[config.mk]
export PLATFORM = sky130hd
export DESIGN_NAME = fetch_line_responder_flat
export DESIGN_NICKNAME = d
export VERILOG_FILES = /design/src/rtl/cpu_fetch_pkg.sv /design/src/rtl/fetch_line_responder_if.sv /design/src/rtl/fetch_line_buf.sv /design/src/rtl/fetch_line_responder.sv /design/src/flat_wrapper.sv
export SDC_FILE = /design/constraint.sdc
export NUM_CORES = 1
export LEC_CHECK = 0
export BUFFER_PORTS_ARGS = -buffer_cell sky130_fd_sc_hd__buf_4
export CORE_UTILIZATION = 30
export DETAILED_ROUTE_END_ITERATION = 10
export PLACE_DENSITY = 0.44
export SLEW_MARGIN = 20
export SYNTH_ARGS = -nofsm -noshare
export SYNTH_HDL_FRONTEND = slang
export SYNTH_SLANG_ARGS = --single-unit
[constraint.sdc]
create_clock -name clk -period 3.9 [get_ports clk]
set_clock_uncertainty 0.05 [all_clocks]
set_input_delay 0.78 -clock clk [delete_from_list [all_inputs] [get_ports clk]]
set_output_delay 0.78 -clock clk [all_outputs]
set_load 0.05 [all_outputs]
[src/rtl/cpu_fetch_pkg.sv]
// Shared definitions for the fetch line responder slice.
//   - refill FSM state encoding
//   - default address / instruction widths
//   - clog2() used to size the line offset field
package cpu_fetch_pkg;
  localparam int ADDR_W_DEF = 16;
  localparam int DATA_W_DEF = 16;

  typedef enum logic [1:0] {
    IDLE = 2'd0,
    FILL = 2'd1,
    WAIT = 2'd2
  } fetchState_e;

  function automatic int clog2(input int n);
    for (int r = 0; r < 32; r++)
      if ((1 << r) >= n) return r;
    return 32;
  endfunction
endpackage

[src/rtl/fetch_line_responder_if.sv]
// Fetch-side and backing-memory-side signals of the fetch line responder.
//   slave  : responder view (fetch request/flush and memory replies in,
//            instruction/stall and memory request out)
//   master : environment view (fetch stage + backing memory)
interface fetch_line_responder_if
  import cpu_fetch_pkg::*;
#(
  parameter int ADDR_W = ADDR_W_DEF,
  parameter int DATA_W = DATA_W_DEF
);
  logic              fetch_req;
  logic [ADDR_W-1:0] fetch_addr;
  logic              flush;
  logic [DATA_W-1:0] instr;
  logic              fetch_stall;
  logic              mem_rd;
  logic [ADDR_W-1:0] mem_addr;
  logic              mem_rdy;
  logic              mem_rvalid;
  logic [DATA_W-1:0] mem_rdata;

  modport slave (
    input  fetch_req, fetch_addr, flush, mem_rdy, mem_rvalid, mem_rdata,
    output instr, fetch_stall, mem_rd, mem_addr
  );

  modport master (
    output fetch_req, fetch_addr, flush, mem_rdy, mem_rvalid, mem_rdata,
    input  instr, fetch_stall, mem_rd, mem_addr
  );
endinterface

[src/rtl/fetch_line_buf.sv]
// Line storage: LINE_WORDS x DATA_W registers.
//   clk, rst     : clock, async active-low reset (clears contents)
//   we/wrIdx/wrData : single write port
//   rdIdx/rdData : combinational read port
module fetch_line_buf
  import cpu_fetch_pkg::*;
#(
  parameter int LINE_WORDS = 4,
  parameter int DATA_W     = DATA_W_DEF,
  parameter int IDX_W      = clog2(LINE_WORDS)
) (
  input  logic              clk,
  input  logic              rst,
  input  logic              we,
  input  logic [IDX_W-1:0]  wrIdx,
  input  logic [DATA_W-1:0] wrData,
  input  logic [IDX_W-1:0]  rdIdx,
  output logic [DATA_W-1:0] rdData
);
  logic [LINE_WORDS-1:0][DATA_W-1:0] words;

  always_ff @(posedge clk or negedge rst) begin
    if (!rst) begin
      words <= '0;
    end else if (we) begin
      words[wrIdx] <= wrData;
    end
  end

  assign rdData = words[rdIdx];
endmodule

[src/rtl/fetch_line_responder.sv]
// Single-line instruction responder between the fetch stage and a slower
// backing instruction memory. Hits are served combinationally; a miss
// stalls fetch and refills the whole line one word at a time with exactly
// one backing read outstanding.
//   clk, rst : clock, async active-low reset
//   bus      : fetch_line_responder_if.slave (fetch + backing memory signals)
//   hit_cnt, miss_cnt : saturating perf counters, only when
//                       FETCH_PERF_CNT_EN is defined
module fetch_line_responder
  import cpu_fetch_pkg::*;
#(
  parameter int LINE_WORDS = 4,
  parameter int ADDR_W     = ADDR_W_DEF,
  parameter int DATA_W     = DATA_W_DEF
) (
  input  logic                   clk,
  input  logic                   rst,
  fetch_line_responder_if.slave  bus
`ifdef FETCH_PERF_CNT_EN
  ,
  output logic [15:0]            hit_cnt,
  output logic [15:0]            miss_cnt
`endif
);
  localparam int OFF_W = clog2(LINE_WORDS);
  localparam int TAG_W = ADDR_W - OFF_W;
  localparam logic [OFF_W-1:0] LAST_BEAT = OFF_W'(LINE_WORDS - 1);

  fetchState_e       state, nextState;
  logic              lineValid;
  logic [TAG_W-1:0]  lineTag;   // tag of the line held or being refilled
  logic [OFF_W-1:0]  beat;
  logic              killed;    // flush seen while a read is in flight
  logic [TAG_W-1:0]  fetchTag;
  logic              hit;
  logic              startMiss;
  logic              wordWe;
  logic              lineDone;
  logic [DATA_W-1:0] rdData;

  assign fetchTag = bus.fetch_addr[ADDR_W-1:OFF_W];
  assign hit      = lineValid && (fetchTag == lineTag);
  assign bus.instr = hit ? rdData : '0;

  always_comb begin
    nextState       = state;
    bus.fetch_stall = 1'b0;
    bus.mem_rd      = 1'b0;
    bus.mem_addr    = '0;
    startMiss       = 1'b0;
    wordWe          = 1'b0;
    lineDone        = 1'b0;
    unique case (state)
      IDLE: begin
        if (bus.fetch_req && !hit) begin
          bus.fetch_stall = 1'b1;
          // a flush in the same cycle wins; the miss is retried next cycle
          if (!bus.flush) begin
            startMiss = 1'b1;
            nextState = FILL;
          end
        end
      end
      FILL: begin
        bus.fetch_stall = 1'b1;
        // flush withdraws the request before it can be accepted
        bus.mem_rd   = !bus.flush;
        bus.mem_addr = {lineTag, {OFF_W{1'b0}}} + ADDR_W'(beat);
        if (bus.flush)        nextState = IDLE;
        else if (bus.mem_rdy) nextState = WAIT;
      end
      WAIT: begin
        bus.fetch_stall = 1'b1;
        if (bus.mem_rvalid) begin
          if (killed || bus.flush) begin
            nextState = IDLE;
          end else begin
            wordWe = 1'b1;
            if (beat == LAST_BEAT) begin
              lineDone  = 1'b1;
              nextState = IDLE;
            end else begin
              nextState = FILL;
            end
          end
        end
      end
      default: nextState = IDLE;
    endcase
  end

  always_ff @(posedge clk or negedge rst) begin
    if (!rst) begin
      state     <= IDLE;
      lineValid <= 1'b0;
      lineTag   <= '0;
      beat      <= '0;
      killed    <= 1'b0;
    end else begin
      state  <= nextState;
      killed <= (state == WAIT) && !bus.mem_rvalid && (killed || bus.flush);
      if (startMiss) begin
        lineTag   <= fetchTag;
        beat      <= '0;
        lineValid <= 1'b0;
      end
      if (wordWe)   beat      <= beat + OFF_W'(1);
      if (lineDone) lineValid <= 1'b1;
      if (bus.flush) lineValid <= 1'b0;  // beats a simultaneous completion
    end
  end

  fetch_line_buf #(
    .LINE_WORDS(LINE_WORDS),
    .DATA_W    (DATA_W)
  ) uLineBuf (
    .clk   (clk),
    .rst   (rst),
    .we    (wordWe),
    .wrIdx (beat),
    .wrData(bus.mem_rdata),
    .rdIdx (bus.fetch_addr[OFF_W-1:0]),
    .rdData(rdData)
  );

`ifdef FETCH_PERF_CNT_EN
  always_ff @(posedge clk or negedge rst) begin
    if (!rst) begin
      hit_cnt  <= '0;
      miss_cnt <= '0;
    end else if (bus.flush) begin
      hit_cnt  <= '0;
      miss_cnt <= '0;
    end else begin
      if (state == IDLE && bus.fetch_req && hit && hit_cnt != 16'hFFFF)
        hit_cnt <= hit_cnt + 16'd1;
      if (startMiss && miss_cnt != 16'hFFFF)
        miss_cnt <= miss_cnt + 16'd1;
    end
  end
`endif
endmodule

[src/flat_wrapper.sv]
// flat-port wrapper written by rule: the top's interface ports become plain ports
module fetch_line_responder_flat import cpu_fetch_pkg::*;
#(
  parameter int LINE_WORDS = 4,
  parameter int ADDR_W     = ADDR_W_DEF,
  parameter int DATA_W     = DATA_W_DEF
)
  (clk, rst, bus_fetch_req, bus_fetch_addr, bus_flush, bus_mem_rdy, bus_mem_rvalid, bus_mem_rdata, bus_instr, bus_fetch_stall, bus_mem_rd, bus_mem_addr);
  fetch_line_responder_if #(.ADDR_W(ADDR_W), .DATA_W(DATA_W)) bus_i ();
  input  logic clk;
  input  logic rst;
  input wire logic [$bits(bus_i.fetch_req)-1:0] bus_fetch_req;
  input wire logic [$bits(bus_i.fetch_addr)-1:0] bus_fetch_addr;
  input wire logic [$bits(bus_i.flush)-1:0] bus_flush;
  input wire logic [$bits(bus_i.mem_rdy)-1:0] bus_mem_rdy;
  input wire logic [$bits(bus_i.mem_rvalid)-1:0] bus_mem_rvalid;
  input wire logic [$bits(bus_i.mem_rdata)-1:0] bus_mem_rdata;
  output wire logic [$bits(bus_i.instr)-1:0] bus_instr;
  output wire logic [$bits(bus_i.fetch_stall)-1:0] bus_fetch_stall;
  output wire logic [$bits(bus_i.mem_rd)-1:0] bus_mem_rd;
  output wire logic [$bits(bus_i.mem_addr)-1:0] bus_mem_addr;
  assign bus_i.fetch_req = bus_fetch_req;
  assign bus_i.fetch_addr = bus_fetch_addr;
  assign bus_i.flush = bus_flush;
  assign bus_i.mem_rdy = bus_mem_rdy;
  assign bus_i.mem_rvalid = bus_mem_rvalid;
  assign bus_i.mem_rdata = bus_mem_rdata;
  assign bus_instr = bus_i.instr;
  assign bus_fetch_stall = bus_i.fetch_stall;
  assign bus_mem_rd = bus_i.mem_rd;
  assign bus_mem_addr = bus_i.mem_addr;
  fetch_line_responder #(.LINE_WORDS(LINE_WORDS), .ADDR_W(ADDR_W), .DATA_W(DATA_W)) u_core (.clk(clk), .rst(rst), .bus(bus_i));
endmodule
Yosys cells after proc, flatten, opt, wreduce, memory -nomap -nowiden:

Cells that the tools add are included.
Widths: inputs -> output; s select.

* add/sub/neg operators: 2
* magnitude comparators: 3
* equal/unequal tests: 8
* multiplexer cells: 33
* reduce and logical (&&, ||, !) cells: 14

Operators by type and width (number)
* $bwmux 64: 1
* $mux 16: 4
* $bmux 16 s2: 1
* $demux 16 s2: 1
* $add 16x2->16: 1
* $mux 1: 16
* $mux 2: 8
* $eq 14x14->1: 1
* $lt 2x3->1 const B: 2
* $pmux 2 s3: 1
* $logic_and 1x1->1: 5
* $eq 2x2->1 const B: 2
* $ne 2x2->1 const B: 2
* $reduce_and 4->1: 1
* $logic_not 1->1: 3
* $ne 3x3->1 const B: 1
* $reduce_bool 3->1: 1
* $add 2x1->2 const B: 1
* $eq 2x1->1 const B: 1
* $ge 2x1->1 const B: 1
* $logic_not 2->1: 1
* $ne 2x1->1 const B: 1
* $pmux 1 s2: 1
* $reduce_bool 2->1: 1
* 2 further kinds: 2

* flip-flop bits (word level): 84
* input bits: 38
* output and inout bits: 34
* logic and storage cells: 69

Longest topological paths before layout:

Gate-level depths: netlist of the first run.

* depth in word-level cells: 9
* gate-level depth with buffers: 8
* mapped depth without buffers: 6

Modules after synthesis:

From an unflattened synthesis of the first run, not the netlist that was laid out.

* cells, all modules: 278
* area, all modules: 4115.2 um2

Modules (own cells, without submodules)
* fetch_line_buf: instances 1, cells an instance 156, area each 2792.7 um2, sequential area each 1601.5 um2
* fetch_line_responder: instances 1, cells an instance 122, area each 1322.5 um2, sequential area each 500.5 um2

Least setup slack after synthesis of the first run:

Ideal clock, no wire load.

* path type: input-to-output
* start point: input bus_fetch_addr[4]
* end point: output bus_instr[0]
* data arrival time: 2.574 ns
* required time: 3.070 ns
* path slack: 0.496 ns
* cell stages on the path: 6
* buffers on the path: 2
* cell sequence: xnor2_1 > nand4_1 > or4_4 > buf_6 > clkbuf_1 > nor2b_1

* cells in the longest elaborated chain, start to end: 3

Ends and longest elaborated chain
* start, declared: RTL line flat_wrapper.sv:13 `input wire logic [$bits(bus_i.fetch_addr)-1:0] bus_fetch_addr;`
* $eq 14x14->1: RTL line fetch_line_responder.sv:42 `assign hit = lineValid && (fetchTag == lineTag);`
* $logic_and 1x1->1: RTL line fetch_line_responder.sv:42
* $mux 16: RTL line fetch_line_responder.sv:43 `assign bus.instr = hit ? rdData : '0;`
* end, declared: RTL line flat_wrapper.sv:18 `output wire logic [$bits(bus_i.instr)-1:0] bus_instr;`

No other way between the ends.

Final worst setup path of the first run:

* start point: input bus_fetch_addr[10]
* end point: output bus_fetch_stall

* cells in the longest elaborated chain, start to end: 6

Ends and longest elaborated chain
* $eq 14x14->1: RTL line fetch_line_responder.sv:42
* $logic_and 1x1->1: RTL line fetch_line_responder.sv:42
* $logic_not 1->1: RTL line fetch_line_responder.sv:55 `if (bus.fetch_req && !hit) begin`
* $logic_and 1x1->1: RTL line fetch_line_responder.sv:55
* $mux 1: RTL line fetch_line_responder.sv:55
* $pmux 1 s2: RTL line fetch_line_responder.sv:53 `unique case (state)`
* end, declared: RTL line flat_wrapper.sv:19 `output wire logic [$bits(bus_i.fetch_stall)-1:0] bus_fetch_stall;`

No other way between the ends.

==> results by group, run 1 <==
Status
  • Status: finished, final reports clean

Global routing
  • All-Layer GR Usage: 14.3%
  • Largest net degree at the start of global routing: 48
  • Initial antenna violation count: 0
  • Gr ovfl total: 0
  • First-pass GRT wire length: 15200 microns
  • Vias in the first global route: 2682

CTS
  • Clock slew at reported path FFs: 0.07 ns
  • CTS Buf Count: 9
  • Root Driver: clkbuf_16
  • Skew-Pair Late Insertion Delay: 0.33 ns
  • CTS sink count: 84
  • CTS resizes: 0
  • CTS tree: yes
  • Hold buffer count at CTS: 0
  • H-tree Lvls: 3
  • Clock Path Buffers: 2
  • Post-CTS Setup Bufs: 0

STA
  • Final setup TNS: 0 ns
  • Worst Max-Slew Pin Slew: 0.968 ns
  • Slew HR: 35.3%
  • Hold WS: 0.403 ns
  • Fin crit period: 3.21 ns
  • Final Hold Viols: 0
  • RSZ-0062 raised after global routing: false
  • Setup violators final: 0
  • Final number of max-transition violations: 0
  • Fmax: 312 MHz
  • Post-route clock period utilization: 82.3%

Placed design
  • Port-buffer cells: 71
  • Hpwl dp: 5900 microns
  • Placer congestion estimate: 0.691

Detailed routing
  • DR vias/cell: 4.64
  • Vias: 2481
  • First-pass DRT Iterations: 4
  • Wirelength per Cell: 17.0 microns
  • DR iter-0 viols: 79
  • DRC: 0
  • Final wirelength: 9070 microns
  • Antenna viol nets, final: 0

Setup path
  • Reg-to-Reg Start: u_core.lineTag[8]$_DFFE_PN0P_
  • Setup crit start: bus_fetch_addr[10]
  • Buf+Inv Stages, Crit Path: 2
  • Crit path max-delay cell type: or4_4
  • CP peak stage delay: 0.71 ns
  • Cell Chain, Critical Path: buf_4, xnor2_1, nand3_1, or4_4, a31oi_1, nor2_1, buf_4
  • Crit path kind: input port to output pin
  • R2R Setup Slk: 1.28 ns
  • Cell family with most CP delay: simple AND/OR/NAND/NOR gates
  • CP dominant cell by count: buf_4
  • CP endpoint kind: output pin
  • Critical Path Fanout Max: 19
  • Critical Path Source Type: input port
  • WP data required: 3.07 ns
  • Crit path arrival time: 2.38 ns

Yosys
  • Post-synthesis sequential area ratio: 51.1%
  • Top_reg_cell synth: dfrtp_1
  • Mapped Area: 0.00412 sq mm
  • Syn_nets: 331
  • Post-Syn Area per Cell: 14.4 sq um
  • Synth cell types: 32
  • Post-synth EDFFs: 0
  • Syn Inst Count: 285
  • Post-synth ARST share: 100%
  • #FFs+latches synth: 84
  • Synth Warn #: 0

Floorplanning
  • Initial Utilization: 31.0%
  • Die width: 119 microns
  • DIE HEIGHT: 119 microns
  • Core area: 0.0133 sq mm
  • Row cnt: 42
  • Die area: 0.0142 sq mm
  • I/O pin total: 72

Power and ir drop
  • Int Power: 2.24 mW
  • Clock Power Share: 23.9%
  • Leakage: 2.43 nW
  • Sw Share: 33.3%
  • PD cells: 661 mW/mm^2
  • Flop pwr share: 40.2%
  • Sw power: 1.12 mW
  • Comb pwr share: 35.8%
  • VDD IR max: 0.284 mV
  • Total power: 3.36 mW

Layout
  • Antenna cell count: 0
  • Layout net count: 401
  • Layout fillers: 1288
  • Layout cells sized above 1: 53.5%
  • FF/Latch Area: 0.00210 sq mm
  • Footprint of the multi-input gates: 0.00191 sq mm
  • Layout area overhead: 23.3%

Run
  • Max Cap Viol: 0

Hold path
  • Hold Crit Class: input port to asynchronous set/reset pin
power groups by stage:
stage | logic, mW | clock network (mW) | registers, mW
6_report | 1.20 | 0.803 | 1.35
5_1_grt | 1.30 | 0.877 | 1.40
4_1_cts | 1.22 | 0.835 | 1.35
3_5_place_dp | 1.22 | 0 | 1.37
3_3_place_gp | 1.21 | 0 | 1.36
2_1_floorplan | 0.944 | 0 | 1.31
flip-flops by register name, summed over array words and instances (netlist names):
signal and flops:
u_core.lineValid 1, u_core.lineTag 14, u_core.beat 2, u_core.killed 1
u_core.state 2, u_core.uLineBuf.words 64
worst register-to-register path, stage by stage, from the launching register on:
cell,delay [ns]
dfrtp_1,0.40
xnor2_1,0.18
nand3_1,0.15
or4_4,0.71
and4b_1,0.59
mux2_4,0.43
placed cells by master (no fill, tap or decap), drive strengths merged:
cell	count
a21oi	2
a31o	1
a31oi	1
and2	16
and2b	7
and3	1
and4b	1
buf	73
clkbuf	11
clkinv	2
clkinvlp	2
dfrtp	84
ha	8
inv	6
mux2	78
mux2i	2
mux4	16
nand2	7
nand2b	3
nand3	1
nand4	3
nor2	4
nor2b	10
o21ai	2
o21bai	1
o31ai	1
o41ai	1
or4	1
xnor2	14
Yosys cell counts, types with 2 or more instances:
| cell type | count | area [sq um] |
|---|---|---|
| mux4_2 | 16 | 360 |
| nand2_1 | 7 | 26.3 |
| mux2i_1 | 2 | 20.0 |
| clkbuf_1 | 9 | 33.8 |
| o21ai_0 | 2 | 10.0 |
| inv_1 | 6 | 22.5 |
| a21oi_1 | 2 | 10.0 |
| mux2_2 | 70 | 788 |
| nor2_1 | 4 | 15.0 |
| ha_1 | 8 | 100 |
| nand2b_1 | 3 | 18.8 |
| dfrtp_1 | 84 | 2100 |
| and2_1 | 15 | 93.8 |
| nand4_1 | 3 | 18.8 |
| nor2b_1 | 10 | 62.6 |
| xnor2_1 | 14 | 123 |
| and2b_2 | 7 | 61.3 |
| mux2_4 | 8 | 120 |
| buf_6 | 2 | 22.5 |
cells by family after synthesis:
family | count (synthesis) | share of synthesized area [%]
mux | 96 | 31.3
flops | 84 | 51.1
simple gates | 54 | 8.18
buf+inv | 20 | 2.61
xor+xnor | 14 | 2.98
compound gates | 9 | 1.43
fa+ha+maj | 8 | 2.43
stage by stage:
stage	util [%]	setup slack, ns	instance area (sq um)	instances
global placement	36.1	0.648	4800	520
global route	38.2	0.621	5080	535
floorplan	-	0.496	4120	285
finish	38.2	0.691	5080	535
CTS	38.2	0.659	5080	535
detailed placement	36.1	0.659	4800	520
path summary, 6_finish.rpt:
| check | endpoint | cells after the start |
|---|---|---|
| max | bus_fetch_stall | 7 |
| min | u_core.uLineBuf.words[35]$_DFFE_PN0P_ | 1 |
| max reg2reg | u_core.lineTag[12]$_DFFE_PN0P_ | 5 |
| min reg2reg | u_core.uLineBuf.words[36]$_DFFE_PN0P_ | 1 |
| max in group asynchronous | u_core.uLineBuf.words[61]$_DFFE_PN0P_ | 2 |
| min in group clk | u_core.uLineBuf.words[36]$_DFFE_PN0P_ | 1 |
per-layer routing:
layer,track usage [%],vias up,routed length (microns)
li1,-,1154,-
met1,18.0,1267,4140
met2,23.5,52,4400
met3,4.65,8,436
met4,3.56,0,97
met5,0,-,0
layout make-up:
cell class	instances	area share (%)
clock buffers	11	4.98
repair buffers	73	10.8
clock inverters	4	0.493
multi-input cells	181	37.6
flip-flops and latches	84	41.4
inverters	6	0.444
well taps	176	4.34
Note: power is estimated with default switching activity, not from simulation.
==> run 2, diff against run 1 <==
Settings changed: ABC_AREA set to 1.
Clock period 3.9 ns to 3 ns, I/O delays scaled along.
==> run 2 against run 1 <==
  * Combinational power grew 20%
  * Total power up 25%
  * Critical path type is now flop to output pin
  * Clock power rose by 36%
  * Critical path depth down 1
  * Largest cell class unchanged
  * Non-clock buffer count rose by 6
  * Cell count rose by 48%
  * Wire length grew 20%
==> results by group, run 2 <==
Status
  • Status: finished, final reports clean

CTS
  • Post-CTS Setup Bufs: 0 (unchanged)
  • H-tree Lvls: 3 (unchanged)
  • CTS sink count: 84 (unchanged)
  • Clock slew at reported path FFs: 0.06 ns (about the same)
  • CTS resizes: 0 (unchanged)
  • Root Driver: clkbuf_16
  • Clock Path Buffers: 2 (unchanged)
  • Skew-Pair Late Insertion Delay: 0.34 ns (about the same)
  • CTS tree: yes
  • CTS Buf Count: 9 (unchanged)
  • Hold buffer count at CTS: 0 (unchanged)

Power and ir drop
  • VDD IR max: 0.470 mV (+65%)
  • Total power: 4.20 mW (+25%)
  • Int Power: 2.65 mW (+19%)
  • Flop pwr share: 39.8% (-0.4 points)
  • Leakage: 2.84 nW (+17%)
  • Comb pwr share: 34.2% (-1.6 points)
  • Sw power: 1.54 mW (+38%)
  • PD cells: 793 mW/mm^2 (+20%)
  • Sw Share: 36.8% (+3.5 points)
  • Clock Power Share: 26.0% (+2.1 points)

Detailed routing
  • DRC: 0 (unchanged)
  • DR vias/cell: 4.50 (-3.0%)
  • Antenna viol nets, final: 0 (unchanged)
  • Final wirelength: 10900 microns (+20%)
  • First-pass DRT Iterations: 4 (unchanged)
  • DR iter-0 viols: 175 (+120%)
  • Wirelength per Cell: 13.7 microns (-19%)
  • Vias: 3562 (+44%)

Run
  • Max Cap Viol: 0 (unchanged)

Yosys
  • Post-synth ARST share: 100% (unchanged)
  • Simple-gate share of the synthesized area: 18.4% (+10 points)
  • Cell taking the most area after synthesis: dfrtp_1
  • Mapped Area: 0.00431 sq mm (+4.6%)
  • XOR/XNOR Fraction of Synth Area: 0.203% (-2.8 points)
  • Syn Inst Count: 542 (+90%)
  • Largest family of logic cells by synthesized area: simple AND/OR/NAND/NOR gates
  • Post-synth EDFFs: 0 (unchanged)
  • Synth top area cells: dfrtp_1 (49%), nand2_1 (14%), o21ai_0 (8.6%)
  • Synth cell types: 23 (-28%)
  • Synth Warn #: 0 (unchanged)
  • Complex-gate fraction of the synthesized area: 15.3% (+14 points)
  • Syn_nets: 588 (+78%)
  • Mux contribution to synthesized area: 4.18% (-27 points)
  • Area share of the largest cell type after synthesis: 48.8% (-2.3 points)
  • Synth top cells by count: nand2_1 (162), inv_1 (89), dfrtp_1 (84)
  • #FFs+latches synth: 84 (unchanged)
  • Most instantiated library cell after synthesis: nand2_1
  • Post-synthesis sequential area ratio: 48.8% (-2.3 points)
  • Post-Synth Adder-Cell Area: 2.32% (-0.11 points)
  • Post-Syn Area per Cell: 7.95 sq um (-45%)
  • Top_reg_cell synth: dfrtp_1

Layout
  • Commonest non-fill, non-tap cell in the layout: nand2_1
  • Top flop regs: u_core.uLineBuf.words x64, u_core.lineTag x14
  • Post-layout util: 38.0% (-0.21 points)
  • Max FFs per register: 64 (unchanged)
  • Post-Layout Cell Count: 792 (+48%)
  • Footprint of the multi-input gates: 0.00174 sq mm (-8.9%)
  • Antenna cell count: 0 (unchanged)
  • Layout area overhead: 22.9%
  • Layout cells sized above 1: 19.3% (-34 points)
  • FF/Latch Area: 0.00210 sq mm (unchanged)
  • Fin area: 0.00529 sq mm (+4.2%)
  • Layout net count: 654 (+63%)
  • Commonest non-fill, non-tap cells in the layout: nand2_1 (162), inv_1 (89), dfrtp_1 (84)
  • Reg with most FFs: u_core.uLineBuf.words
  • Layout fillers: 1462 (+14%)

Global routing
  • Vias in the first global route: 3458 (+29%)
  • Initial antenna violation count: 0 (unchanged)
  • Gr ovfl total: 0 (unchanged)
  • First-pass GRT wire length: 17800 microns (+17%)
  • All-Layer GR Usage: 15.9% (+1.6 points)
  • Largest net degree at the start of global routing: 53 (+10%)

STA
  • Slew HR: 55.2% (+20 points)
  • Hold WS: 0.169 ns (-0.234 ns)
  • Fin crit period: 2.64 ns
  • Fmax: 379 MHz
  • Final number of max-transition violations: 0 (unchanged)
  • Setup violators final: 0 (unchanged)
  • Final Hold Viols: 0 (unchanged)
  • Final setup TNS: 0 ns (unchanged)
  • Post-route clock period utilization: 87.9%
  • Worst Max-Slew Pin Slew: 0.671 ns (-0.297 ns)
  • RSZ-0062 raised after global routing: false
  • Fin worst setup slack: 0.364 ns (-0.327 ns)

Floorplanning
  • Core area: 0.0139 sq mm (+4.8%)
  • I/O pin total: 72 (unchanged)
  • DIE HEIGHT: 122 microns (+2.2%)
  • Row cnt: 43 (+2.4%)
  • Initial Utilization: 30.9% (-0.056 points)
  • Die width: 122 microns (+2.2%)
  • Die area: 0.0148 sq mm (+4.5%)

Setup path
  • Crit path arrival time: 1.99 ns (-0.39 ns)
  • Critical Path Source Type: flop
  • WP data required: 2.35 ns (-0.72 ns)
  • Critical Path Fanout Max: 19 (unchanged)
  • Crit path kind: flop to output pin
  • CP endpoint kind: output pin

Placed design
  • Inst Count DP: 777 (+49%)
  • Port-buffer cells: 71 (unchanged)
  • Placer congestion estimate: 0.801 (+16%)
  • Hpwl dp: 7060 microns (+20%)
  • Pre-CTS WS: 0.390 ns (-0.269 ns)
  • Dpl cell area: 0.00501 sq mm (+4.3%)

Hold path
  • Hold Crit Class: input port to asynchronous set/reset pin
==> run 2: per-layer routing <==
metal / vias to the layer above / GRT usage, % / wire, microns
li1: 1817 / - / -
met1: 1680 / 20.6 / 5120
met2: 55 / 25.3 / 5180
met3: 10 / 4.82 / 432
met4: 0 / 4.63 / 140
met5: - / 0 / 0
==> run 2: worst paths after layout <==
path                                                         endpoint  slack (ns)  cells after the start                                   from
max in group asynchronous       u_core.uLineBuf.words[13]$_DFFE_PN0P_        2.09                      2                                    rst
worst max register to register  u_core.uLineBuf.words[14]$_DFFE_PN0P_        1.02                      5            u_core.state[0]$_DFFE_PN0P_
worst min register to register  u_core.uLineBuf.words[59]$_DFFE_PN0P_        0.41                      2  u_core.uLineBuf.words[59]$_DFFE_PN0P_
worst max-delay path                                     bus_instr[0]        0.36                      6          u_core.lineTag[8]$_DFFE_PN0P_
worst min-delay path            u_core.uLineBuf.words[35]$_DFFE_PN0P_        0.17                      1                                    rst
min in group clk                              u_core.killed$_DFF_PN0_        0.41                      2                         bus_mem_rvalid
==> run 2: cell type report <==
class | count | area share, %
clock buffers | 13 | 4.73
clock inverters | 2 | 0.662
inverters | 90 | 6.38
multi-input cells | 344 | 32.8
flip-flops and latches | 84 | 39.7
well taps | 180 | 4.26
repair buffers | 79 | 11.4
==> run 2: kinds of logic (layout without fill, tap and decap cells) <==
kind of cell	Yosys count	after routing
mux	16	16
simple gates	189	189
buf+inv	114	184
xor+xnor	1	1
compound gates	130	130
flops	84	84
fa+ha+maj	8	8
==> run 2: worst max-delay path, cell delays in order, from the launching register on <==
cell	delay, ns
dfrtp_1	0.41
xnor2_1	0.19
nand3_1	0.15
nor2_2	0.18
nand2_4	0.20
a21oi_1	0.27
buf_4	0.25
==> run 2: power by group through the flow <==
stage               Clock (mW)  Sequential (mW)  Combinational, mW
finish                    1.09             1.67               1.44
global route              1.18             1.72               1.62
CTS                       1.13             1.67               1.47
detailed placement           0             1.69               1.46
global placement             0             1.68               1.45
floorplan                    0             1.64               1.09
